### config.mk
export PLATFORM = sky130hd
export DESIGN_NAME = npu_dma_axi_engine
export DESIGN_NICKNAME = d
export VERILOG_FILES = /design/src/rtl/npu_dma_axi_engine.sv
export SDC_FILE = /design/constraint.sdc
export NUM_CORES = 2
export LEC_CHECK = 0
export ABC_CLOCK_PERIOD_IN_PS = 48300
export BUFFER_PORTS_ARGS = -buffer_cell sky130_fd_sc_hd__buf_2
export CORE_ASPECT_RATIO = 1.2
export CORE_MARGIN = 4
export CORE_UTILIZATION = 30
export CTS_CLUSTER_DIAMETER = 100
export CTS_CLUSTER_SIZE = 12
export DETAILED_ROUTE_END_ITERATION = 8
export PLACE_DENSITY_LB_ADDON = 0.12
export SETUP_SLACK_MARGIN = 0.1
export SYNTH_ARGS = -nofsm -noshare
export SYNTH_HDL_FRONTEND = slang
export SYNTH_SLANG_ARGS = --single-unit
### constraint.sdc
create_clock -name clk -period 48.3 [get_ports clk]
set_input_delay 9.66 -clock clk [delete_from_list [all_inputs] [get_ports clk]]
set_output_delay 9.66 -clock clk [all_outputs]
set_load 0.005 [all_outputs]
### src/rtl/npu_dma_axi_engine.sv
// Store-and-forward DMA copy engine: splits a (src, dst, bytes) request into
// 4 KiB-safe AXI4 read bursts, buffers each burst, then writes it back out.
module npu_dma_axi_engine #(
  parameter int ADDR_W          = 64,
  parameter int DATA_W          = 256,
  parameter int MAX_BURST_BEATS = 16
) (
  input  logic                clk,
  input  logic                rst_n,
  input  logic                dma_req_valid,
  output logic                dma_req_ready,
  input  logic [ADDR_W-1:0]   dma_req_src,
  input  logic [ADDR_W-1:0]   dma_req_dst,
  input  logic [31:0]         dma_req_bytes,
  output logic                dma_resp_done,
  output logic                busy,
  output logic                m_axi_arvalid,
  input  logic                m_axi_arready,
  output logic [ADDR_W-1:0]   m_axi_araddr,
  output logic [7:0]          m_axi_arlen,
  output logic [2:0]          m_axi_arsize,
  input  logic                m_axi_rvalid,
  output logic                m_axi_rready,
  input  logic [DATA_W-1:0]   m_axi_rdata,
  input  logic                m_axi_rlast,
  output logic                m_axi_awvalid,
  input  logic                m_axi_awready,
  output logic [ADDR_W-1:0]   m_axi_awaddr,
  output logic [7:0]          m_axi_awlen,
  output logic [2:0]          m_axi_awsize,
  output logic                m_axi_wvalid,
  input  logic                m_axi_wready,
  output logic [DATA_W-1:0]   m_axi_wdata,
  output logic [DATA_W/8-1:0] m_axi_wstrb,
  output logic                m_axi_wlast,
  input  logic                m_axi_bvalid,
  output logic                m_axi_bready
);

  localparam int BEAT_BYTES = DATA_W / 8;
  localparam int BEAT_SH    = $clog2(BEAT_BYTES);
  localparam int BUF_AW     = (MAX_BURST_BEATS > 1) ? $clog2(MAX_BURST_BEATS) : 1;

  typedef enum logic [2:0] {
    S_IDLE, S_CALC, S_AR, S_R, S_AW, S_W, S_B, S_DONE
  } state_t;

  state_t            state, state_nxt;
  logic [ADDR_W-1:0] src_q, dst_q;
  logic [27:0]       remaining_q;   // one extra bit so a 4 GiB-ish length cannot wrap to 0
  logic [8:0]        burst_q, idx_q;
  logic [ADDR_W-1:0] araddr_q, awaddr_q;
  logic [7:0]        arlen_q, awlen_q;
  logic [DATA_W-1:0] buf_q [MAX_BURST_BEATS];

  logic [27:0]       req_beats, burst_calc;
  logic [12:0]       src_room, dst_room;
  logic              beat_last;
  logic              unused_bits;

  assign req_beats = 28'((33'(dma_req_bytes) + 33'(BEAT_BYTES - 1)) >> BEAT_SH);
  assign src_room  = (13'd4096 - {1'b0, src_q[11:0]}) >> BEAT_SH;
  assign dst_room  = (13'd4096 - {1'b0, dst_q[11:0]}) >> BEAT_SH;
  assign beat_last = (idx_q == burst_q - 9'd1);

  always_comb begin
    burst_calc = (remaining_q < 28'(MAX_BURST_BEATS)) ? remaining_q : 28'(MAX_BURST_BEATS);
    if ({15'd0, src_room} < burst_calc) burst_calc = {15'd0, src_room};
    if ({15'd0, dst_room} < burst_calc) burst_calc = {15'd0, dst_room};
  end

  // rlast is deliberately ignored: the beat counter decides where a burst ends
  assign unused_bits = ^{m_axi_rlast, burst_calc[27:9]};

  always_ff @(posedge clk or negedge rst_n) begin
    if (!rst_n) state <= S_IDLE;
    else        state <= state_nxt;
  end

  always_comb begin
    state_nxt = state;
    case (state)
      S_IDLE: if (dma_req_valid) state_nxt = (dma_req_bytes == 32'd0) ? S_DONE : S_CALC;
      S_CALC: state_nxt = S_AR;
      S_AR:   if (m_axi_arready) state_nxt = S_R;
      S_R:    if (m_axi_rvalid && beat_last) state_nxt = S_AW;
      S_AW:   if (m_axi_awready) state_nxt = S_W;
      S_W:    if (m_axi_wready && beat_last) state_nxt = S_B;
      S_B:    if (m_axi_bvalid) state_nxt = (remaining_q == 28'(burst_q)) ? S_DONE : S_CALC;
      S_DONE: state_nxt = S_IDLE;
      default: state_nxt = S_IDLE;
    endcase
  end

  always_ff @(posedge clk or negedge rst_n) begin
    if (!rst_n) begin
      src_q       <= '0;
      dst_q       <= '0;
      remaining_q <= '0;
      burst_q     <= '0;
      idx_q       <= '0;
      araddr_q    <= '0;
      arlen_q     <= '0;
      awaddr_q    <= '0;
      awlen_q     <= '0;
    end else begin
      case (state)
        S_IDLE: if (dma_req_valid) begin
          src_q       <= dma_req_src & ~ADDR_W'(BEAT_BYTES - 1);
          dst_q       <= dma_req_dst & ~ADDR_W'(BEAT_BYTES - 1);
          remaining_q <= req_beats;
        end
        S_CALC: begin
          burst_q  <= burst_calc[8:0];
          araddr_q <= src_q;
          arlen_q  <= burst_calc[7:0] - 8'd1;
          idx_q    <= '0;
        end
        S_R: if (m_axi_rvalid) begin
          idx_q <= beat_last ? 9'd0 : idx_q + 9'd1;
          if (beat_last) begin
            awaddr_q <= dst_q;
            awlen_q  <= arlen_q;
          end
        end
        S_W: if (m_axi_wready) idx_q <= idx_q + 9'd1;
        S_B: if (m_axi_bvalid) begin
          src_q       <= src_q + (ADDR_W'(burst_q) << BEAT_SH);
          dst_q       <= dst_q + (ADDR_W'(burst_q) << BEAT_SH);
          remaining_q <= remaining_q - 28'(burst_q);
        end
        default: ;
      endcase
    end
  end

  // Beat buffer contents are don't-care after reset, so it carries no reset
  always_ff @(posedge clk) begin
    if (state == S_R && m_axi_rvalid) buf_q[idx_q[BUF_AW-1:0]] <= m_axi_rdata;
  end

  assign dma_req_ready = (state == S_IDLE);
  assign dma_resp_done = (state == S_DONE);
  assign busy          = (state != S_IDLE) && (state != S_DONE);

  assign m_axi_arvalid = (state == S_AR);
  assign m_axi_araddr  = araddr_q;
  assign m_axi_arlen   = arlen_q;
  assign m_axi_arsize  = 3'(BEAT_SH);
  assign m_axi_rready  = (state == S_R);

  assign m_axi_awvalid = (state == S_AW);
  assign m_axi_awaddr  = awaddr_q;
  assign m_axi_awlen   = awlen_q;
  assign m_axi_awsize  = 3'(BEAT_SH);

  assign m_axi_wvalid  = (state == S_W);
  assign m_axi_wdata   = buf_q[idx_q[BUF_AW-1:0]];
  assign m_axi_wstrb   = '1;
  assign m_axi_wlast   = (state == S_W) && beat_last;
  assign m_axi_bready  = (state == S_B);

endmodule
==> results list <==
* Flip-flop and latch count after synthesis: 4397
- STA classifies the critical path startpoint as a flip-flop.
* Area of all placed cells without fillers: 196000 um2
- Of the total synthesized cell area, the portion taken by AND, OR, NAND and NOR gates is 2.32%.
- After technology mapping, the gate count stands at 7767.
- Number of buffers on the longest clock path: 4
- Data arrives at the worst endpoint at 7.23 ns.
- Kind of end point of the critical path: output pin
- Setup clock skew after layout: 0.0729 ns
* Core outline area: 568000 um2
- The number of pins with negative max-slew slack in the final report came to 0.
* Post-DR vias/cell: 5.12
- Die H: 836 um
- Largest family of logic cells by synthesized area: multiplexers
- In the final routed layout, each cell accounts on average for 30.9 um.
- Among all flip-flop cells after synthesis, the most frequent one is sky130_fd_sc_hd__edfxtp_1.
- Of all nets on the critical path, the largest fanout is 45.
- The H-tree was split into 5 levels.
- For this run, the detailed router's first-pass iteration total came to 6.
* Synth-to-Final Area Change: 14.4%
- For this design the top-level I/O count stands at 872.
* Number of warnings reported in the yosys synthesis log: 0
- Status: finished, final reports clean
* Power per standard cell area: 49.1 nW/um2
* Post-synthesis compound-gate area fraction: 2.13%
* Worst Max-Slew Pin Slew: 1.22 ns
- The die covers 584000 um2.
- The tree built by TritonCTS fans out to 4397 sinks.
- Detailed placement finished with a half-perimeter wire length of 283000 um.
* Class of the worst hold path: reg2reg
- Input and output buffers added on the ports amount to 812.
- The worst-case IR drop observed on VDD is 0.0404 mV.
* Power Total: 9.62 mW
- Distinct cell type count of the synthesized netlist: 103
- Number of nets in the finished design: 9250
- Once routing completed, OpenROAD measured the worst setup slack at 31.41 ns.
- Setup slack after placement: 32.08 ns
* Relative max-transition margin: 17.8%
- After the first detailed-routing iteration, the DRC count stood at 7136.
- After floorplanning, the core was divided into 303 placement rows.
* Synthesized-area fraction occupied by adder cells: 0.398%
- The library cell used most frequently in the layout, excluding fill and tap cells, is sky130_fd_sc_hd__edfxtp_1.
* XOR/XNOR Fraction of Synth Area: 0.312%
- In this run the cell area measured after placement is 185000 um2.
* Endpoints failing hold: 0
- After detailed routing, the number of remaining DRC violations is 0.
* Fin crit share: 35.0%
- Subtracting the final worst setup slack from the clock period gives 16.89 ns.
- Count of cells resized by post-cts repair: 0
- Derived from the worst setup path, the maximum achievable clock frequency is 59.2 MHz.
- The library cells used most frequently in the layout, excluding fill and tap cells, are sky130_fd_sc_hd__edfxtp_1 (4096), sky130_fd_sc_hd__mux4_2 (1280), sky130_fd_sc_hd__buf_2 (811), sky130_fd_sc_hd__clkbuf_16 (412), sky130_fd_sc_hd__nand2_1 (337).
* Final-layout setup total negative slack: 0 ns
- Max-cap violations in this run came to 0.
- Wire length of the first global-routing pass: 711000 um
- The initial utilization of the core area, before any placement, comes to 30.2%.
- Global routing used 17.0% of the available tracks across all layers.
- Synth async-reset ratio: 6.85%
* Setup repair after global routing missed its margin: no
- The portion of synthesized area spent on multiplexers is 17.5%.
* Post-CTS Repair Setup Buffers: 0
- Setup violations remaining at the end of the flow were counted as 0.
* Setup slack on the worst flop-to-flop path: 41.83 ns
- Clock insertion delay at the later pin of the skew report: 1.01 ns
- TritonCTS built the clock tree.
- Required time of the worst setup path: 38.64 ns
* Vias in the first global route: 89200
* Critical setup path kind: reg2out
* Gp weighted congestion: 0.815
- Global routing finished with a remaining overflow of 0.
* Count of flip-flops with a built-in enable after synthesis: 4096
- Post-synthesis instance area: 171000 um2
- Hold repair after CTS inserted 0 buffers.
* Largest net degree at the start of global routing: 141
* Fraction of final layout cells with drive strength greater than 1: 32.1%
- Clock-pin slew was measured on the worst setup and hold paths at 0.07 ns.
- Number of buffers added by the clock tree synthesis step: 408
- Root buffer cell: sky130_fd_sc_hd__clkbuf_16
- Summing the sequential cell areas from Yosys gives 76.1% of the chip area.
- Static Leakage: 61.2 nW
* Antenna violations before repair: 165
- From left edge to right edge, the die measures 698 um.
- Via total after detailed routing: 83700
- The detail route stage leaves a number of antenna-violating nets equal to 0.
- Overall routed net length: 506000 um
* Synthesized area per cell: 22.1 um2
==> final cells by class <==
cell class / count / area (um2)
timing repair buffer: 999 / 5790
inverter: 51 / 196
tap: 7472 / 9350
sequential: 4397 / 131000
antenna: 26 / 65.1
multi-input combinational: 2916 / 39100
fill: 53100 / 372000
clock inverter: 28 / 492
clock buffer: 464 / 10500
==> through the flow <==
stage,utilization (%),hold WS [ns],std cells
6_report,34.5,0.476,16400
5_1_grt,34.5,0.484,16300
4_1_cts,34.5,0.478,16300
3_5_place_dp,32.6,0.462,15800
3_3_place_gp,32.6,0.461,15800
2_1_floorplan,-,0.447,7816
==> logic make-up (layout without fill, tap and decap cells) <==
kind of cell / count (synthesis) / count (layout)
xor gates and xnor gates: 59 / 59
muxes: 1358 / 1358
DFF: 4397 / 4397
AOI/OAI and AO/OA: 556 / 556
buffers and inverters: 503 / 1542
other: 2 / 77
adders and majority gates: 53 / 53
and+or+nand+nor: 839 / 839
==> power by group <==
| group | internal, mW | switching [mW] |
|---|---|---|
| combinational | 0.996 | 1.22 |
| sequential | 4.33 | 0.172 |
| clock | 1.53 | 1.38 |
| total | 6.85 | 2.77 |
==> worst max-delay path: stages (launching register included) <==
cell	delay, ns
sky130_fd_sc_hd__dfrtp_4	0.84
sky130_fd_sc_hd__buf_4	0.59
sky130_fd_sc_hd__buf_4	0.67
sky130_fd_sc_hd__buf_4	0.69
sky130_fd_sc_hd__buf_4	0.84
sky130_fd_sc_hd__buf_4	0.85
sky130_fd_sc_hd__mux4_2	0.60
sky130_fd_sc_hd__mux4_2	0.57
sky130_fd_sc_hd__buf_2	0.19
==> cells in the mapped netlist, types with 15 or more instances <==
cell type                     n  area (um2)
sky130_fd_sc_hd__a211oi_1    26         195
sky130_fd_sc_hd__a21oi_1    150         751
sky130_fd_sc_hd__a311oi_1    16         140
sky130_fd_sc_hd__a31oi_1     25         156
sky130_fd_sc_hd__and2_1      15        93.8
sky130_fd_sc_hd__and3_1      42         263
sky130_fd_sc_hd__buf_1      125         469
sky130_fd_sc_hd__buf_4       49         368
sky130_fd_sc_hd__clkbuf_1   266         998
sky130_fd_sc_hd__dfrtp_1    301        7530
sky130_fd_sc_hd__edfxtp_1  4096      123000
sky130_fd_sc_hd__ha_1        49         613
sky130_fd_sc_hd__inv_1       49         184
sky130_fd_sc_hd__mux2_4      62         931
sky130_fd_sc_hd__mux4_2    1280       28800
sky130_fd_sc_hd__nand2_1    338        1270
sky130_fd_sc_hd__nand3_1     75         375
sky130_fd_sc_hd__nand4_1     26         163
sky130_fd_sc_hd__nor2_1     151         567
sky130_fd_sc_hd__nor2b_1     18         113
sky130_fd_sc_hd__nor3_1      73         365
sky130_fd_sc_hd__nor4_1      27         169
sky130_fd_sc_hd__o21a_1      18         135
sky130_fd_sc_hd__o21ai_0    102         510
sky130_fd_sc_hd__o21ai_1     23         115
sky130_fd_sc_hd__o22a_1      18         158
sky130_fd_sc_hd__o22ai_1     53         332
sky130_fd_sc_hd__or3_1       22         138
sky130_fd_sc_hd__xnor2_1     38         333
sky130_fd_sc_hd__xor2_1      20         175
==> worst paths after layout <==
path | start | endpoint | cells past startpoint
hold reg to reg | m_axi_araddr[49] | m_axi_araddr[49] | 2
hold / removal | m_axi_araddr[49] | m_axi_araddr[49] | 2
setup / recovery | idx_q[0] | m_axi_wdata[51] | 8
max in group asynchronous | rst_n | m_axi_awaddr[63] | 4
setup reg to reg | remaining_q[16] | m_axi_arlen[6] | 20
min in group asynchronous | rst_n | m_axi_araddr[31] | 1
==> layer usage <==
metal | GRT usage [%] | routed length [um]
met5 | 0 | 479
met4 | 4.37 | 14100
met3 | 3.14 | 27000
met2 | 29.4 | 255000
met1 | 21.9 | 209000
==> state kept, by name (all words and copies together), names as in the netlist <==
signal        flops
state             3
buf_q          4096
src_q            59
m_axi_araddr     59
m_axi_awaddr     59
remaining_q      28
burst_q           9
m_axi_arlen       8
dst_q            59
m_axi_awlen       8
idx_q             9
Power figures use the tool's default switching activity.
